File: src/rtl/tsc_ctrl_pkg.sv
// Shared encodings for the TSC multi-cycle controller: opcodes, func codes,
// FSM states, datapath select values and the control/class bundles.
package tsc_ctrl_pkg;

    localparam int unsigned OP_WIDTH   = 4;
    localparam int unsigned FUNC_WIDTH = 6;

    localparam logic [OP_WIDTH-1:0] OP_BNE   = 4'd0;
    localparam logic [OP_WIDTH-1:0] OP_BEQ   = 4'd1;
    localparam logic [OP_WIDTH-1:0] OP_BGZ   = 4'd2;
    localparam logic [OP_WIDTH-1:0] OP_BLZ   = 4'd3;
    localparam logic [OP_WIDTH-1:0] OP_ADI   = 4'd4;
    localparam logic [OP_WIDTH-1:0] OP_ORI   = 4'd5;
    localparam logic [OP_WIDTH-1:0] OP_LHI   = 4'd6;
    localparam logic [OP_WIDTH-1:0] OP_LWD   = 4'd7;
    localparam logic [OP_WIDTH-1:0] OP_SWD   = 4'd8;
    localparam logic [OP_WIDTH-1:0] OP_JMP   = 4'd9;
    localparam logic [OP_WIDTH-1:0] OP_JAL   = 4'd10;
    localparam logic [OP_WIDTH-1:0] OP_RTYPE = 4'd15;

    localparam logic [FUNC_WIDTH-1:0] FN_ADD = 6'd0;
    localparam logic [FUNC_WIDTH-1:0] FN_SUB = 6'd1;
    localparam logic [FUNC_WIDTH-1:0] FN_AND = 6'd2;
    localparam logic [FUNC_WIDTH-1:0] FN_ORR = 6'd3;
    localparam logic [FUNC_WIDTH-1:0] FN_NOT = 6'd4;
    localparam logic [FUNC_WIDTH-1:0] FN_TCP = 6'd5;
    localparam logic [FUNC_WIDTH-1:0] FN_SHL = 6'd6;
    localparam logic [FUNC_WIDTH-1:0] FN_SHR = 6'd7;
    localparam logic [FUNC_WIDTH-1:0] FN_JPR = 6'd25;
    localparam logic [FUNC_WIDTH-1:0] FN_JRL = 6'd26;
    localparam logic [FUNC_WIDTH-1:0] FN_WWD = 6'd28;
    localparam logic [FUNC_WIDTH-1:0] FN_HLT = 6'd29;

    localparam logic [1:0] PCS_ALU    = 2'b00;
    localparam logic [1:0] PCS_ALUOUT = 2'b01;
    localparam logic [1:0] PCS_JUMP   = 2'b10;
    localparam logic [1:0] PCS_REG    = 2'b11;

    localparam logic [1:0] ASB_REG = 2'b00;
    localparam logic [1:0] ASB_ONE = 2'b01;
    localparam logic [1:0] ASB_IMM = 2'b10;

    localparam logic [1:0] RDST_RT   = 2'b00;
    localparam logic [1:0] RDST_RD   = 2'b01;
    localparam logic [1:0] RDST_LINK = 2'b10;

    localparam logic [1:0] WB_ALUOUT = 2'b00;
    localparam logic [1:0] WB_MDR    = 2'b01;
    localparam logic [1:0] WB_PC     = 2'b10;

    typedef enum logic [2:0] {
        S_IF   = 3'd0,
        S_ID   = 3'd1,
        S_EX   = 3'd2,
        S_MEM  = 3'd3,
        S_WB   = 3'd4,
        S_HALT = 3'd5
    } state_t;

    typedef struct packed {
        logic alu_r;
        logic alu_i;
        logic branch;
        logic load;
        logic store;
        logic jmp;
        logic jal;
        logic jpr;
        logic jrl;
        logic wwd;
        logic hlt;
        logic illegal;
    } inst_class_t;

    typedef struct packed {
        logic       pc_write;
        logic       pc_write_cond;
        logic [1:0] pc_source;
        logic       i_or_d;
        logic       mem_read;
        logic       mem_write;
        logic       ir_write;
        logic       aluout_write;
        logic       alu_src_a;
        logic [1:0] alu_src_b;
        logic       ext_sel;
        logic       reg_write;
        logic [1:0] reg_dst;
        logic [1:0] wb_src;
        logic       output_active;
    } ctrl_t;

endpackage

File: src/rtl/ctrl_inst_class.sv
// Combinational opcode/func decode into a one-hot instruction class.
module ctrl_inst_class
    import tsc_ctrl_pkg::*;
(
    input  logic [OP_WIDTH-1:0]   opcode,
    input  logic [FUNC_WIDTH-1:0] func_code,
    output inst_class_t           inst_class_c
);

    always_comb begin
        inst_class_c = '0;
        case (opcode)
            OP_BNE, OP_BEQ, OP_BGZ, OP_BLZ: inst_class_c.branch = 1'b1;
            OP_ADI, OP_ORI, OP_LHI:         inst_class_c.alu_i  = 1'b1;
            OP_LWD:                         inst_class_c.load   = 1'b1;
            OP_SWD:                         inst_class_c.store  = 1'b1;
            OP_JMP:                         inst_class_c.jmp    = 1'b1;
            OP_JAL:                         inst_class_c.jal    = 1'b1;
            OP_RTYPE: begin
                case (func_code)
                    FN_ADD, FN_SUB, FN_AND, FN_ORR,
                    FN_NOT, FN_TCP, FN_SHL, FN_SHR: inst_class_c.alu_r   = 1'b1;
                    FN_JPR:                         inst_class_c.jpr     = 1'b1;
                    FN_JRL:                         inst_class_c.jrl     = 1'b1;
                    FN_WWD:                         inst_class_c.wwd     = 1'b1;
                    FN_HLT:                         inst_class_c.hlt     = 1'b1;
                    default:                        inst_class_c.illegal = 1'b1;
                endcase
            end
            default: inst_class_c.illegal = 1'b1;
        endcase
    end

endmodule

File: src/rtl/multicycle_control.sv
// Control FSM for the 16-bit TSC multi-cycle datapath: sequences IF/ID/EX/MEM/WB,
// handshakes with variable-latency memory and counts retired instructions.
module multicycle_control
    import tsc_ctrl_pkg::*;
#(
    parameter int unsigned WORD_WIDTH = 16,
    parameter int unsigned CNT_WIDTH  = 16
) (
    input  logic                    clk,
    input  logic                    reset_n,
    input  logic [WORD_WIDTH/4-1:0] opcode,
    input  logic [FUNC_WIDTH-1:0]   func_code,
    input  logic                    mem_ready,
    input  logic                    alu_bcond,
    output logic                    pc_write,
    output logic                    pc_write_cond,
    output logic [1:0]              pc_source,
    output logic                    i_or_d,
    output logic                    mem_read,
    output logic                    mem_write,
    output logic                    ir_write,
    output logic                    aluout_write,
    output logic                    alu_src_a,
    output logic [1:0]              alu_src_b,
    output logic                    ext_sel,
    output logic                    reg_write,
    output logic [1:0]              reg_dst,
    output logic [1:0]              wb_src,
    output logic                    output_active,
    output logic                    is_halted,
    output logic [CNT_WIDTH-1:0]    num_inst
);

    state_t      state, state_nxt;
    inst_class_t cls_c;
    ctrl_t       ctl_c, ctl_g;
    logic        retire_c;

    // Branch resolution happens in the datapath via pc_write_cond.
    logic unused_bcond;
    assign unused_bcond = alu_bcond;

    ctrl_inst_class u_inst_class (
        .opcode       (opcode),
        .func_code    (func_code),
        .inst_class_c (cls_c)
    );

    always_ff @(posedge clk) begin
        if (!reset_n) begin
            state     <= S_IF;
            num_inst  <= '0;
            is_halted <= 1'b0;
        end else begin
            state <= state_nxt;
            if (retire_c) begin
                num_inst <= num_inst + CNT_WIDTH'(1);
            end
            if (state_nxt == S_HALT) begin
                is_halted <= 1'b1;
            end
        end
    end

    always_comb begin
        state_nxt     = state;
        retire_c      = 1'b0;
        ctl_c         = '0;
        ctl_c.ext_sel = cls_c.jmp | cls_c.jal;

        case (state)
            S_IF: begin
                ctl_c.mem_read  = 1'b1;
                ctl_c.alu_src_b = ASB_ONE;
                if (mem_ready) begin
                    ctl_c.ir_write = 1'b1;
                    ctl_c.pc_write = 1'b1;
                    state_nxt      = S_ID;
                end
            end

            S_ID: begin
                // Branch target precompute happens regardless of class.
                ctl_c.alu_src_b    = ASB_IMM;
                ctl_c.aluout_write = 1'b1;
                if (cls_c.jmp) begin
                    ctl_c.pc_write  = 1'b1;
                    ctl_c.pc_source = PCS_JUMP;
                    retire_c        = 1'b1;
                    state_nxt       = S_IF;
                end else if (cls_c.jal) begin
                    state_nxt = S_WB;
                end else if (cls_c.hlt) begin
                    state_nxt = S_HALT;
                end else if (cls_c.illegal) begin
                    retire_c  = 1'b1;
                    state_nxt = S_IF;
                end else begin
                    state_nxt = S_EX;
                end
            end

            S_EX: begin
                if (cls_c.alu_r) begin
                    ctl_c.alu_src_a    = 1'b1;
                    ctl_c.alu_src_b    = ASB_REG;
                    ctl_c.aluout_write = 1'b1;
                    state_nxt          = S_WB;
                end else if (cls_c.alu_i) begin
                    ctl_c.alu_src_a    = 1'b1;
                    ctl_c.alu_src_b    = ASB_IMM;
                    ctl_c.aluout_write = 1'b1;
                    state_nxt          = S_WB;
                end else if (cls_c.branch) begin
                    ctl_c.alu_src_a     = 1'b1;
                    ctl_c.alu_src_b     = ASB_REG;
                    ctl_c.pc_write_cond = 1'b1;
                    ctl_c.pc_source     = PCS_ALUOUT;
                    retire_c            = 1'b1;
                    state_nxt           = S_IF;
                end else if (cls_c.load || cls_c.store) begin
                    ctl_c.alu_src_a    = 1'b1;
                    ctl_c.alu_src_b    = ASB_IMM;
                    ctl_c.aluout_write = 1'b1;
                    state_nxt          = S_MEM;
                end else if (cls_c.jpr) begin
                    ctl_c.pc_write  = 1'b1;
                    ctl_c.pc_source = PCS_REG;
                    retire_c        = 1'b1;
                    state_nxt       = S_IF;
                end else if (cls_c.jrl) begin
                    state_nxt = S_WB;
                end else if (cls_c.wwd) begin
                    ctl_c.output_active = 1'b1;
                    retire_c            = 1'b1;
                    state_nxt           = S_IF;
                end else begin
                    retire_c  = 1'b1;
                    state_nxt = S_IF;
                end
            end

            S_MEM: begin
                ctl_c.i_or_d    = 1'b1;
                ctl_c.mem_read  = cls_c.load;
                ctl_c.mem_write = cls_c.store;
                if (mem_ready) begin
                    if (cls_c.store) begin
                        retire_c  = 1'b1;
                        state_nxt = S_IF;
                    end else begin
                        state_nxt = S_WB;
                    end
                end
            end

            S_WB: begin
                ctl_c.reg_write = 1'b1;
                retire_c        = 1'b1;
                state_nxt       = S_IF;
                if (cls_c.load) begin
                    ctl_c.reg_dst = RDST_RT;
                    ctl_c.wb_src  = WB_MDR;
                end else if (cls_c.alu_r) begin
                    ctl_c.reg_dst = RDST_RD;
                    ctl_c.wb_src  = WB_ALUOUT;
                end else if (cls_c.jal) begin
                    ctl_c.reg_dst   = RDST_LINK;
                    ctl_c.wb_src    = WB_PC;
                    ctl_c.pc_write  = 1'b1;
                    ctl_c.pc_source = PCS_JUMP;
                end else if (cls_c.jrl) begin
                    ctl_c.reg_dst   = RDST_LINK;
                    ctl_c.wb_src    = WB_PC;
                    ctl_c.pc_write  = 1'b1;
                    ctl_c.pc_source = PCS_REG;
                end else begin
                    ctl_c.reg_dst = RDST_RT;
                    ctl_c.wb_src  = WB_ALUOUT;
                end
            end

            S_HALT: begin
                state_nxt = S_HALT;
            end

            default: begin
                state_nxt = S_IF;
            end
        endcase
    end

    // Reset kills every enable immediately, including an in-flight memory access.
    assign ctl_g = reset_n ? ctl_c : '0;

    assign pc_write      = ctl_g.pc_write;
    assign pc_write_cond = ctl_g.pc_write_cond;
    assign pc_source     = ctl_g.pc_source;
    assign i_or_d        = ctl_g.i_or_d;
    assign mem_read      = ctl_g.mem_read;
    assign mem_write     = ctl_g.mem_write;
    assign ir_write      = ctl_g.ir_write;
    assign aluout_write  = ctl_g.aluout_write;
    assign alu_src_a     = ctl_g.alu_src_a;
    assign alu_src_b     = ctl_g.alu_src_b;
    assign ext_sel       = ctl_g.ext_sel;
    assign reg_write     = ctl_g.reg_write;
    assign reg_dst       = ctl_g.reg_dst;
    assign wb_src        = ctl_g.wb_src;
    assign output_active = ctl_g.output_active;

endmodule

File: config.mk
export PLATFORM = sky130hd
export DESIGN_NAME = multicycle_control
export DESIGN_NICKNAME = d
export VERILOG_FILES = /design/src/rtl/tsc_ctrl_pkg.sv /design/src/rtl/ctrl_inst_class.sv /design/src/rtl/multicycle_control.sv
export SDC_FILE = /design/constraint.sdc
export NUM_CORES = 1
export LEC_CHECK = 0
export ABC_AREA = 1
export CORE_MARGIN = 2
export CORE_UTILIZATION = 25
export DETAILED_ROUTE_END_ITERATION = 10
export SYNTH_ARGS = -nofsm -noshare
export SYNTH_HDL_FRONTEND = slang
export SYNTH_SLANG_ARGS = --single-unit
File: constraint.sdc
create_clock -name clk -period 2.09 [get_ports clk]
set_clock_uncertainty 0.1 [all_clocks]
set_input_delay 0.209 -clock clk [delete_from_list [all_inputs] [get_ports clk]]
set_output_delay 0.209 -clock clk [all_outputs]
set_load 0.005 [all_outputs]
==> impl_metrics.yaml, run 1 <==
clock_tree:
  clock_tree.root_cell: "clkbuf_8"
  numClockSinks: 20
  cts_buffers: 3
  clockBufferDepth: 2
  clk_pin_slew_ns: 0.08
  htreeDepth: 1
  cts_tree: "yes"
  clk_latency_ns: 0.26
floorplan:
  row_count: 30
  ios: 50
  die_h_microns: 87.1
  dieArea_sq_um: 7580
  core_sq_um: 6720
  die_w_microns: 87.1
  initial_core_util_pct: 25.7
logic_synthesis:
  syn-mean-instance-area_sq_um: 6.34
  syn-num-nets: 287
  syn_area_sq_um: 1730
  synth_compound_area_share_pct: 7.90
  synthSimpleGateAreaFrac_pct: 48.6
  synth_top_family_by_area: "simple AND/OR/NAND/NOR gates"
  synthAdderAreaFrac_pct: 0.725
  synth.distinct_cells: 30
  synth_mux_area_share_pct: 0
  synth_xor_area_share_pct: 7.11
  dominantRegCellSynth: "dfxtp_1"
  synthCells: 272
  ys_ff_latch: 20
  ys_seq_area_share_pct: 23.2
  ys_async_sr_fraction_pct: 0
  yosysWarningCount: 0
  synth_edf_count: 0
place:
  hpwl_mm: 4.01
  port_buffers: 48
  dpl_worst_slack_ns: -0.322
  gp_congestion: 0.876
routing:
  drc: 0
  wirelength_mm: 4.98
  wl_met3_microns: 188
  met1Wirelength_mm: 2.31
  highest-signal-layer: "met4"
  final_antenna_net_count: 0
  dr_wl_met2_mm: 2.45
  firstDrtPassIters: 4
  initialDrtViolationCount: 69
  drt-vias-per-instance: 4.57
  wire_per_inst_microns: 11.3
  vias: 2012
timing:
  worst_pin_slew_ns: 0.312
  relSlewSlack_pct: 79.0
  setup_viol: 0
  timing.hold.ws_ns: 0.358
  max_freq_mhz: 496
  finalHoldViolations: 0
  fin_ws_ns: 0.0728
  rsz0062_at_grt: "true"
  period_share_pct: 96.5
  finalCriticalPeriod_ns: 2.02
  finalMaxSlewViolations: 0
critical_path:
  worst-path-max-fanout: 4
  cp_top_family: "buffers and inverters"
  critPathBufInv: 3
  max_stage_delay_ns: 0.53
  critPathLaunchType: "flop"
  crit_slowest_cell: "clkdlybuf4s50_1"
  crit_top_cell: "inv_1"
  crit_chain: "inv_1, nand2_1, nor2_1, inv_1, o21ai_0, clkdlybuf4s50_1"
  critPathLaunch: "state[0]"
  worstReg2RegStart: "num_inst[5]"
  required_ns: 1.78
  end_kind: "output port"
  cp.arrival_ns: 1.71
  critical_path_class: "flop to output port"
status:
  status: "completed"
global_routing:
  grt_max_degree: 18
  gr-total-overflow: 0
  antenna_found_initial: 0
  grt_pass1_vias: 1980
  grtUsageTotal_pct: 14.1
  grt_pass1_wl_mm: 8.71
layout:
  finalNetCount: 376
  drive_gt1_share_pct: 24.4
  diodes: 0
  final_cell_mix: "nand2_1, buf_4, nand3_1"
  ff_latch_area_sq_um: 403
  multi_input_area_sq_um: 1160
  fill_cells: 698
  layout_commonest_cell: "nand2_1"
  syn_to_final_growth_pct: 59.1
hold_path:
  hp-class: "flop to flop"
  hold_path.startpoint: "is_halted"
run:
  max_cap_viol_count: 0
pwr:
  vdd_drop_max_uv: 198
  p_leak_uw: 0.00129
  p_per_area_nw_per_um2: 375
## worst register-to-register path, cell delays in order (launching register included)
cell and delay (ns):
dfxtp_1 0.42, inv_1 0.10, nor3_1 0.28, nand2_1 0.15, nor3_1 0.21, xor2_1 0.17, nand2_1 0.07, a21oi_1 0.12
## stage by stage
stage               power [uW]  instances  utilization, %  instance area, sq um  TNS [ns]
floorplan                  518        272               -                  1730         0
global placement           648        435            38.9                  2620     -4.67
detailed placement         650        435            38.9                  2620     -4.64
CTS                       1040        440            40.3                  2710         0
global route              1080        440            40.9                  2750   -0.0158
finish                    1030        440            40.9                  2750         0
## state kept, by name, summed over array words and instances, names as in the netlist
signal	count
state	3
is_halted	1
num_inst	16
## final timing paths
check | end | slack (ns) | depth (start not counted)
setup / recovery | mem_read | 0.07 | 6
hold / removal | is_halted | 0.36 | 2
setup reg to reg | num_inst[15] | 0.41 | 7
hold reg to reg | is_halted | 0.36 | 2
## Yosys cell counts, types with 3 or more instances
library cell  instances  area, sq um
inv_2                 4         15.0
nor3_1               10         50.1
nand2_4               4         45.0
xor2_1                9         78.8
dfxtp_1              20          400
nand2_1              60          225
nor2_4                3         33.8
xnor2_1               5         43.8
clkbuf_1              3         11.3
nor2_1               27          101
nor2_2                5         31.3
nand4_1               7         43.8
nand3_1              34          170
inv_1                36          135
a21oi_1              24          120
## routing by layer
metal  vias to the layer above  global-route usage (%)
li1                       1049                       -
met1                       911                    18.1
met2                        48                    24.7
met3                         4                    1.90
met4                         0                    3.27
met5                         -                       0
## kinds of logic after synthesis
kind of cell | after synthesis
and+or+nand+nor | 162
buffers and inverters | 48
AOI/OAI and AO/OA | 27
DFF | 20
xor gates and xnor gates | 14
adders and majority gates | 1
## where the power goes
part	internal [uW]	switching (uW)	total, uW
registers	388	7.99	396
logic	119	127	246
clock network	256	133	388
## area by class of cell
cell class / instances / area share (%)
timing repair buffer: 91 / 31.0
inverter: 41 / 5.79
clock inverter: 1 / 1.09
multi-input combinational: 204 / 42.3
sequential: 20 / 14.7
clock buffer: 3 / 1.50
tap: 80 / 3.65
## what timing repair did
item / CTS / global route
gates resized for setup: 27 / 12
pin swaps: 3 / 2
setup buffers: 1 / 0
hold buffers: 0 / 0
setup endpoints to repair: 15 / 13
Note: power is estimated with default switching activity, not from simulation.
==> run 2, diff against run 1 <==
--- a/config.mk
+++ b/config.mk
@@ -9,6 +9,7 @@
 export CORE_MARGIN = 2
 export CORE_UTILIZATION = 25
 export DETAILED_ROUTE_END_ITERATION = 10
+export SETUP_SLACK_MARGIN = 0.15
 export SYNTH_ARGS = -nofsm -noshare
 export SYNTH_HDL_FRONTEND = slang
 export SYNTH_SLANG_ARGS = --single-unit
==> impl_metrics.yaml, run 2 (synthesis results as in run 1) <==
place:
  hpwl_mm: 4.01
  gp_congestion: 0.876
  dp.cells: 435
  port_buffers: 48
timing:
  relSlewSlack_pct: 78.5
  finalMaxSlewViolations: 0
  finalHoldViolations: 0
  timing.hold.ws_ns: 0.358
  period_share_pct: 89.8
  rsz0062_at_grt: "true"
  setup_viol: 0
  max_freq_mhz: 533
  worst_pin_slew_ns: 0.320
  finalCriticalPeriod_ns: 1.88
routing:
  drt-vias-per-instance: 4.59
  firstDrtPassIters: 4
  wire_per_inst_microns: 11.4
  vias: 2044
  wirelength_mm: 5.08
  drc: 0
  initialDrtViolationCount: 81
  final_antenna_net_count: 0
layout:
  largest_reg_flops: 16
  finalNetCount: 381
  utilization_pct: 41.2
  syn_to_final_growth_pct: 60.6
  final_cell_mix: "nand2_1, buf_4, nand3_1"
  final_cells: 445
  layout_commonest_cell: "nand2_1"
  diodes: 0
  top_register: "num_inst"
  drive_gt1_share_pct: 28.8
  largestRegisters: "num_inst x16, state x3, is_halted x1"
critical_path:
  worst-path-max-fanout: 4
  crit_chain: "inv_1, nand2_1, nor2_2, inv_1, nor2_1, clkdlybuf4s50_1"
  crit_slowest_cell: "clkdlybuf4s50_1"
  critPathBufInv: 3
  worstReg2RegStart: "num_inst[5]"
  critPathLaunch: "state[0]"
  end_kind: "output port"
  cp.arrival_ns: 1.57
  critical_path_class: "flop to output port"
  r2r_end: "num_inst[15]"
  max_stage_delay_ns: 0.51
  r2r_slack_ns: 0.41
  crit_top_cell: "inv_1"
  cp_top_family: "buffers and inverters"
  critPathLaunchType: "flop"
  required_ns: 1.78
  reg2reg_depth: 7
floorplan:
  core_sq_um: 6720
  ios: 50
  row_count: 30
  dieArea_sq_um: 7580
  die_w_microns: 87.1
  initial_core_util_pct: 25.7
  die_h_microns: 87.1
clock_tree:
  clk_pin_slew_ns: 0.08
  cts_buffers: 3
  clk_latency_ns: 0.26
  cts_tree: "yes"
  clock_tree.root_cell: "clkbuf_8"
  hold_buffers: 0
  numClockSinks: 20
  clockBufferDepth: 2
  htreeDepth: 1
global_routing:
  antenna_found_initial: 0
  grtUsageTotal_pct: 14.1
  grt_pass1_wl_mm: 8.75
  grt_pass1_vias: 1991
  grt_max_degree: 18
  gr-total-overflow: 0
run:
  max_cap_viol_count: 0
hold_path:
  hp-class: "flop to flop"
  hold_path.startpoint: "is_halted"
  holdPathStages: 2
  min_to: "is_halted"
pwr:
  p_per_area_nw_per_um2: 375
  vdd_drop_max_uv: 197
  p_leak_uw: 0.00128
status:
  status: "completed"
## run 2: repair_timing
action,in CTS,in global routing
buffers inserted,3,3
pin swaps,7,8
gates resized for setup,56,13
cloned,0,0
endpoints found under the setup margin,19,25
## run 2: stage by stage
stage          setup slack, ns  TNS (ns)  power, uW  cell area, sq um
2_1_floorplan            0.550         0        518              1730
3_3_place_gp            -0.326     -4.67        648              2620
3_5_place_dp            -0.322     -4.64        650              2620
4_1_cts                 0.0429         0       1050              2740
5_1_grt                  0.137         0       1080              2770
6_report                 0.214         0       1040              2770
## run 2: power by group
part / switching (uW) / leakage (uW) / total [uW] / internal (uW)
combinational: 131 / 0.00109 / 253 / 122
clock: 136 / 0.0000357 / 391 / 256
sequential: 7.69 / 0.000163 / 395 / 387
## run 2: layout make-up
cell class	instances	area, sq um
repair buffers	96	858
flip-flops and latches	20	407
inverters	41	159
clock inverters	1	30.0
clock buffers	3	41.3
multi-input cells	204	1180
well taps	80	100
fillers	701	3950
## run 2: worst register-to-register path, delay by kind of cell, from the launching register on
kind / cells / cell delay [ns]
flip-flops: 1 / 0.42
XOR/XNOR: 1 / 0.17
buffers and inverters: 1 / 0.11
AND/OR/NAND/NOR: 4 / 0.70
AO/OA/AOI/OAI: 1 / 0.12
## run 2: metal layers
layer	share of wire [%]	up-vias	global-route usage (%)	wire length, microns
met5	0	-	0	0
met4	0.51	0	3.55	26
met3	4.2	4	1.90	215
met2	49	45	24.8	2490
met1	46	936	18.1	2350
li1	-	1059	-	-
## run 2: how the worst max path moves through the flow
stage / to / slack [ns] / cells past startpoint
after global routing: pc_write / 0.14 / 11
after detailed placement: pc_write / -0.32 / 11
after global placement: pc_write / -0.33 / 11
final: alu_src_b[0] / 0.21 / 6
after CTS: pc_write / 0.04 / 12
after floorplan: num_inst[2] / 0.55 / 10
==> run 3, diff against run 2 <==
==> constraint.sdc (replaced) <==
create_clock -name clk -period 2.3 [get_ports clk]
set_clock_uncertainty 0.1 [all_clocks]
set_input_delay 0.23 -clock clk [delete_from_list [all_inputs] [get_ports clk]]
set_output_delay 0.23 -clock clk [all_outputs]
set_load 0.005 [all_outputs]
==> impl_metrics.yaml, run 3 (synthesis results as in run 1) <==
critical_path:
  cp_num_cells: 7
  max_stage_delay_ns: 0.52
  end_kind: "output port"
  critical_path_class: "flop to output port"
  worstReg2RegStart: "state[2]"
  reg2reg_depth: 13
  required_ns: 1.97
  worst-path-max-fanout: 5
  crit_top_cell: "nand2_1"
  cp.arrival_ns: 1.78
  critPathLaunchType: "flop"
  crit_slowest_cell: "clkdlybuf4s50_1"
  critPathLaunch: "state[2]"
  cp_top_family: "buffers and inverters"
  critPathBufInv: 3
  crit_chain: "inv_2, nand2_1, nor2_4, buf_4, nand2_1, a21oi_1, clkdlybuf4s50_1"
floorplan:
  ios: 50
  die_h_microns: 87.1
  row_count: 30
  initial_core_util_pct: 25.7
  die_w_microns: 87.1
  core_sq_um: 6720
  dieArea_sq_um: 7580
pwr:
  p_sw_uw: 247
  switching_share_pct: 26.6
  vdd_drop_max_uv: 177
  p_leak_uw: 0.00120
  clkPwrFrac_pct: 38.6
  power.internal_uw: 681
  pwr-share-seq_pct: 38.7
  p_per_area_nw_per_um2: 352
  pwr-share-comb_pct: 22.7
hold_path:
  holdPathStages: 2
  hold_path.startpoint: "is_halted"
  hp-class: "flop to flop"
global_routing:
  gr-total-overflow: 0
  grt_pass1_vias: 2000
  grt_max_degree: 18
  grtUsageTotal_pct: 13.4
  antenna_found_initial: 0
  grt_pass1_wl_mm: 8.31
timing:
  fin_ws_ns: 0.190
  max_freq_mhz: 474
  timing.hold.ws_ns: 0.369
  rsz0062_at_grt: "true"
  finalHoldViolations: 0
  finalMaxSlewViolations: 0
  relSlewSlack_pct: 76.0
  period_share_pct: 91.8
  setup_viol: 0
  fin_tns_setup_ns: 0
  finalCriticalPeriod_ns: 2.11
  worst_pin_slew_ns: 0.360
layout:
  largestRegisters: "num_inst x16, state x3, is_halted x1"
  top_register: "num_inst"
  drive_gt1_share_pct: 20.7
  largest_reg_flops: 16
  syn_to_final_growth_pct: 52.6
  layout_commonest_cell: "nand2_1"
  finalNetCount: 368
  final_cell_mix: "nand2_1, inv_1, nand3_1, buf_4, clkdlybuf4s50_1"
  diodes: 0
routing:
  vias: 2002
  wirelength_mm: 4.89
  firstDrtPassIters: 5
  drt-vias-per-instance: 4.63
  wire_per_inst_microns: 11.3
  initialDrtViolationCount: 69
  final_antenna_net_count: 0
  drc: 0
status:
  status: "completed"
clock_tree:
  hold_buffers: 0
  clk_latency_ns: 0.26
  htreeDepth: 1
  clockBufferDepth: 2
  numClockSinks: 20
  cts_tree: "yes"
  clk_pin_slew_ns: 0.08
  cts_buffers: 3
  clock_tree.root_cell: "clkbuf_8"
place:
  hpwl_mm: 3.85
  gp_congestion: 0.875
  dpl_worst_slack_ns: -0.145
  port_buffers: 48
run:
  max_cap_viol_count: 0
[run 3: timing repair]
item,in CTS,in global routing
endpoints found under the setup margin,14,8
pin swaps,4,0
setup buffers,3,0
resized for setup,22,7
[run 3: tightest hold or removal path, cell delays in order, from the launching register on]
cell and delay [ns]:
dfxtp_1 0.32, inv_1 0.05, a21oi_1 0.05
[run 3: path summary, 6_finish.rpt]
path / endpoint / slack (ns)
setup / recovery: alu_src_b[1] / 0.19
hold / removal: is_halted / 0.37
setup reg to reg: num_inst[0] / 0.59
hold reg to reg: is_halted / 0.37
[run 3: stage by stage]
step                instances  instance area (sq um)  power, uW  utilization (%)
finish                    432                   2630        928             39.2
global route              432                   2630        965             39.2
CTS                       432                   2610        930             38.8
detailed placement        425                   2500        572             37.2
global placement          425                   2500        571             37.2
floorplan                 272                   1730        470                -
[run 3: cell type report]
| class | count | area (sq um) |
|---|---|---|
| clock buffers | 3 | 41.3 |
| repair buffers | 83 | 747 |
| well taps | 80 | 100 |
| inverters | 41 | 159 |
| flip-flops and latches | 20 | 400 |
| fillers | 699 | 4090 |
| clock inverters | 1 | 30.0 |
| multi-input cells | 204 | 1160 |
[run 3: routing by layer]
| metal | GRT usage (%) | wire [microns] | up-vias |
|---|---|---|---|
| li1 | - | - | 1037 |
| met2 | 23.4 | 2300 | 48 |
| met3 | 2.18 | 237 | 6 |
| met5 | 0 | 0 | - |
| met4 | 4.12 | 57 | 0 |
| met1 | 16.7 | 2290 | 911 |
[run 3: power by group through the flow]
stage / logic [uW] / registers [uW] / clock network, uW
floorplan: 104 / 366 / 0
CTS: 209 / 359 / 362
finish: 210 / 359 / 358
global route: 232 / 360 / 373
detailed placement: 205 / 367 / 0
global placement: 204 / 367 / 0
